### src/rtl/msk_tx_framer.sv
// MSK transmit framer: serialises preamble, sync word, length byte, payload and tail
// into symbols of SPS clocks each, with a one-byte prefetch holding register.
module msk_tx_framer #(
    parameter int unsigned SPS       = 20,
    parameter int unsigned PRE_BITS  = 32,
    parameter logic [31:0] SYNC_WORD = 32'h1ACF_FC1D,
    parameter int unsigned TAIL_BITS = 4
) (
    input  logic       clk,
    input  logic       reset,
    input  logic       start,
    input  logic [7:0] len,
    input  logic [7:0] s_tdata,
    input  logic       s_tvalid,
    output logic       s_tready,
    output logic       bit_out,
    output logic       sym_strobe,
    output logic       tx_active,
    output logic       done,
    output logic       underrun
);

    localparam logic [2:0] IDLE = 3'd0;
    localparam logic [2:0] PRE  = 3'd1;
    localparam logic [2:0] SYNC = 3'd2;
    localparam logic [2:0] LEN  = 3'd3;
    localparam logic [2:0] DATA = 3'd4;
    localparam logic [2:0] TAIL = 3'd5;

    localparam logic [9:0]  SC_LAST   = 10'(SPS - 1);
    localparam logic [15:0] PRE_LAST  = 16'(PRE_BITS - 1);
    localparam logic [15:0] TAIL_LAST = 16'(TAIL_BITS - 1);

    logic [2:0]  state;
    logic [2:0]  next_state;
    logic [9:0]  sc;
    logic [15:0] sym_idx;
    logic [7:0]  len_q;
    logic [7:0]  hold;
    logic        hold_full;
    logic [8:0]  fetched;
    logic [7:0]  shreg;

    logic        sym_end;
    logic        last_sym;
    logic        load;
    logic        starve;
    logic        hs;
    logic [4:0]  sync_idx;
    logic [2:0]  byte_bit;
    logic [12:0] last_byte;

    assign sym_end   = (state != IDLE) && (sc == SC_LAST);
    assign sync_idx  = 5'd31 - sym_idx[4:0];
    assign byte_bit  = 3'd7 - sym_idx[2:0];
    assign last_byte = {5'd0, len_q} - 13'd1;

    always_comb begin
        last_sym   = 1'b0;
        next_state = state;
        case (state)
            PRE: begin
                last_sym   = (sym_idx == PRE_LAST);
                next_state = SYNC;
            end
            SYNC: begin
                last_sym   = (sym_idx == 16'd31);
                next_state = LEN;
            end
            LEN: begin
                last_sym   = (sym_idx == 16'd7);
                next_state = (len_q == 8'd0) ? TAIL : DATA;
            end
            DATA: begin
                last_sym   = (sym_idx[2:0] == 3'd7) && (sym_idx[15:3] == last_byte);
                next_state = TAIL;
            end
            TAIL: begin
                last_sym   = (sym_idx == TAIL_LAST);
                next_state = IDLE;
            end
            default: begin
                last_sym   = 1'b0;
                next_state = IDLE;
            end
        endcase
    end

    // A payload byte boundary is the end of LEN (non-empty payload) or the end of
    // any payload byte that is not the last one.
    assign load = sym_end &&
                  (((state == LEN) && last_sym && (len_q != 8'd0)) ||
                   ((state == DATA) && (sym_idx[2:0] == 3'd7) && !last_sym));
    assign starve = load && !hold_full;

    assign s_tready = ((state == LEN) || (state == DATA)) && !hold_full &&
                      (fetched < {1'b0, len_q});
    assign hs       = s_tvalid && s_tready;

    always_ff @(posedge clk or posedge reset) begin
        if (reset) begin
            state   <= IDLE;
            sc      <= '0;
            sym_idx <= '0;
            len_q   <= '0;
        end else if (state == IDLE) begin
            if (start) begin
                state   <= PRE;
                sc      <= '0;
                sym_idx <= '0;
                len_q   <= len;
            end
        end else if (sym_end) begin
            sc <= '0;
            if (last_sym) begin
                state   <= next_state;
                sym_idx <= '0;
            end else begin
                sym_idx <= sym_idx + 16'd1;
            end
        end else begin
            sc <= sc + 10'd1;
        end
    end

    // A starved byte slot still counts as fetched so the frame length is preserved.
    always_ff @(posedge clk or posedge reset) begin
        if (reset) begin
            hold      <= '0;
            hold_full <= 1'b0;
            fetched   <= '0;
            shreg     <= '0;
            underrun  <= 1'b0;
        end else if (state == IDLE) begin
            if (start) begin
                hold_full <= 1'b0;
                fetched   <= '0;
                underrun  <= 1'b0;
            end
        end else begin
            if (hs)
                hold <= s_tdata;
            if (load) begin
                hold_full <= hs;
                shreg     <= hold_full ? hold : 8'h00;
                if (!hold_full)
                    underrun <= 1'b1;
            end else if (hs) begin
                hold_full <= 1'b1;
            end
            fetched <= fetched + {8'd0, hs} + {8'd0, starve};
        end
    end

    always_comb begin
        bit_out = 1'b0;
        case (state)
            PRE:     bit_out = ~sym_idx[0];
            SYNC:    bit_out = SYNC_WORD[sync_idx];
            LEN:     bit_out = len_q[byte_bit];
            DATA:    bit_out = shreg[byte_bit];
            default: bit_out = 1'b0;
        endcase
    end

    assign sym_strobe = (state != IDLE) && (sc == 10'd0);
    assign tx_active  = (state != IDLE);
    assign done       = sym_end && (state == TAIL) && last_sym;

endmodule

### config.mk
export PLATFORM = sky130hd
export DESIGN_NAME = msk_tx_framer
export DESIGN_NICKNAME = d
export VERILOG_FILES = /design/src/rtl/msk_tx_framer.sv
export SDC_FILE = /design/constraint.sdc
export NUM_CORES = 1
export LEC_CHECK = 0
export ABC_AREA = 1
export CAP_MARGIN = 20
export CORE_UTILIZATION = 30
export CTS_BUF_LIST = sky130_fd_sc_hd__clkbuf_8
export DETAILED_ROUTE_END_ITERATION = 10
export GPL_ROUTABILITY_DRIVEN = 0
export SYNTH_ARGS = -nofsm -noshare
export SYNTH_HDL_FRONTEND = slang
export SYNTH_SLANG_ARGS = --single-unit
### constraint.sdc
create_clock -name clk -period 8.9 [get_ports clk]
set_input_delay 2.67 -clock clk [delete_from_list [all_inputs] [get_ports clk]]
set_output_delay 2.67 -clock clk [all_outputs]
set_load 0.01 [all_outputs]
==> qor.csv <==
metric;value;unit
status;finished, final reports clean;
hpwl;7570;um
tns;0;ns
cp_cell_sequence;ha_1, ha_1, inv_1, nor3_2, nand2_1, nor2_1, nand2_1, nor2_1, nand3_2, nand2_1, nand2_1, nor2_1, clkdlybuf4s50_1;
synth_cell_types;44;
p_leak;2.19;nW
ctsLongestPathBuffers;2;
htree_levels;3;
path_depth;13;
cp-startpoint;sym_idx[0];
synth.area.top_cells;dfrtp_1, nand2_1, inv_1, nor2_1, ha_1;
synth_edf_count;0;
synth.avg_cell_area;7.52;um2
die_area;14200;um2
postSynthCellCount;549;
worst_slew_pin_slew;0.878;ns
nets;611;
die_h;119;um
cts_tree;done;
cts-root-buf;clkbuf_8;
r2r-start;state[0];
crit_required;6.23;ns
grt_max_degree;65;
maxCapViolations;0;
endpoint_kind;primary output;
io_pins;26;
worstReg2RegEnd;fetched[8];
grt_pass1_vias;3696;
die_w;119;um
min_path_type;reg2reg;
drtIter0Drc;327;
io_buffers;25;
skew;0.0106;ns
initial_core_util;30.9;%
clock-sinks;64;
antennaDiodeCount;0;
grt_overflow;0;
crit_end;done;
crit_slowest_cell;dfrtp_1;
path_common_cell;nand2_1;
final_layout_size_suffix_gt1_share;9.98;%
synth_top_area_share;38.8;%
ant_nets;0;
syn2layout_area_growth;14.6;%
critPathMaxFanout;15;
start_kind;flop;
std_cell_rows;42;
cts_buffers;9;
synth_warnings;0;
critPathMaxStageDelay;0.61;ns
yosysSeqAreaShare;38.8;%
wl_per_cell;13.4;um
grt_pass1_wl;17700;um
arrival;3.06;ns
synth_async_sr_flop_share;100;%
synth_ff_type;dfrtp_1;
coreArea;13300;um2
crit_buf_inv;2;
p_total;0.00104;W
routed_wl;10100;um
grt_util_all_layers;15.7;%
firstDrtPassIters;8;
syn_nets;584;
finalCritPeriodShare;64.3;%
yosys.area.top_type;dfrtp_1;
critical-path-top-delay-family;simple AND/OR/NAND/NOR gates;
ff2ff_setup_slack;5.35;ns
slew_headroom;41.2;%
postCtsSetupRepairBufs;0;
postCtsHoldBufs;0;
worstSetupPathType;reg2out;
cts_resized;0;
power_density;220;nW/um2
ys_ff_latch;64;
clkSlewWorstSetupHoldPaths;0.07;ns
synth_area;4130;um2
antenna_found_initial;0;
clk_latency;0.36;ns
reg2regPathDepth;15;
drc;0;
via_count;3718;
setup_violations;0;
rsz0062_at_grt;false;
period_minus_slack;5.73;ns
hold_viol_final;0;
fmax;175;MHz
vdd_drop_max;0.0000810;V
drv_slew;0;
viasPerCell;4.91;
-- synth_stat cells (5+ instances only) --
master    number
a21oi_1       13
inv_1         62
nor2_2         5
o21ai_0       35
nor3_2         5
nor3_1         6
xor2_1        16
dfrtp_1       64
buf_2          5
nand2_1      146
o211ai_1       5
nand2_2        7
ha_1          14
nand3_1       32
nor2_1        47
inv_2         10
o22ai_1       15
nand4_1       17
-- flip-flops by register name, summed over array words and instances (netlist names) --
name / count
hold: 8
sym_idx: 16
hold_full: 1
len_q: 8
fetched: 9
shreg: 8
sc: 10
underrun: 1
state: 3
-- routing by layer --
metal,GRT usage [%],vias up,part of all wire (%)
met4,5.70,0,1.7
li1,-,1861,-
met3,3.69,12,4.9
met2,24.9,99,46
met1,20.7,1746,47
met5,0,-,0
-- per-stage QoR --
step / worst slack [ns] / instances / utilization (%) / area (um2) / hold WS, ns
global placement: 3.59 / 741 / 34.1 / 4550 / 0.463
finish: 3.17 / 757 / 35.4 / 4730 / 0.487
CTS: 3.13 / 757 / 35.4 / 4730 / 0.485
floorplan: 4.50 / 549 / - / 4130 / 0.437
global route: 2.86 / 757 / 35.4 / 4730 / 0.515
detailed placement: 3.53 / 741 / 34.1 / 4550 / 0.468
-- cell usage in the layout (no fill, tap or decap), types with 3 or more instances in the layout --
cell	count
nor2_1	47
nor3_1	6
clkdlybuf4s50_1	25
xnor2_1	4
dfrtp_1	64
o21ai_1	4
o211ai_1	5
clkbuf_8	10
ha_1	14
nand3_1	32
nand4_1	17
clkinvlp_4	3
a21oi_1	13
nor3_2	5
xor2_1	16
nand2_2	7
o21ai_0	35
o22ai_1	15
nand3_2	3
nor2_2	5
inv_1	61
nand2_1	146
inv_2	11
nand3_4	3
-- worst register-to-register path, stage by stage, from the launching register on --
cell	delay [ns]
dfrtp_1	0.48
nor2_1	0.18
inv_1	0.08
nor2_1	0.67
inv_2	0.27
nand2_2	0.20
inv_2	0.14
nand4_1	0.12
a21oi_1	0.10
fa_1	0.44
ha_1	0.21
nand2_1	0.08
nor2_1	0.07
nand4_1	0.07
mux2_2	0.34
inv_1	0.05
-- power breakdown --
part           switching [W]  internal, W  total [W]
sequential         0.0000617     0.000341   0.000402
clock               0.000123     0.000109   0.000232
combinational       0.000263     0.000144   0.000407
total               0.000447     0.000594    0.00104
-- worst min-delay path by stage --
stage | from | to | slack [ns] | cells past startpoint
final | shreg[6] | shreg[6] | 0.49 | 2
after global routing | hold[0] | hold[0] | 0.51 | 2
after CTS | shreg[2] | shreg[2] | 0.49 | 2
after detailed placement | shreg[2] | shreg[2] | 0.47 | 2
after global placement | shreg[2] | shreg[2] | 0.46 | 2
after floorplan | shreg[1] | shreg[1] | 0.44 | 2
-- cells by family after synthesis --
logic type / synth area share [%]
adders and majority gates: 4.73
and+or+nand+nor: 32.0
DFF: 38.8
muxes: 0.273
xor gates and xnor gates: 4.24
AOI/OAI and AO/OA: 11.9
buffers and inverters: 8.07
-- area by class of cell --
class | instances | area, um2
fill | 1435 | 8620
multi-input combinational | 402 | 2190
sequential | 64 | 1600
inverter | 73 | 274
timing repair buffer | 26 | 258
tap | 176 | 220
clock buffer | 10 | 138
clock inverter | 6 | 45.0
(Power assumes the default switching activity.)
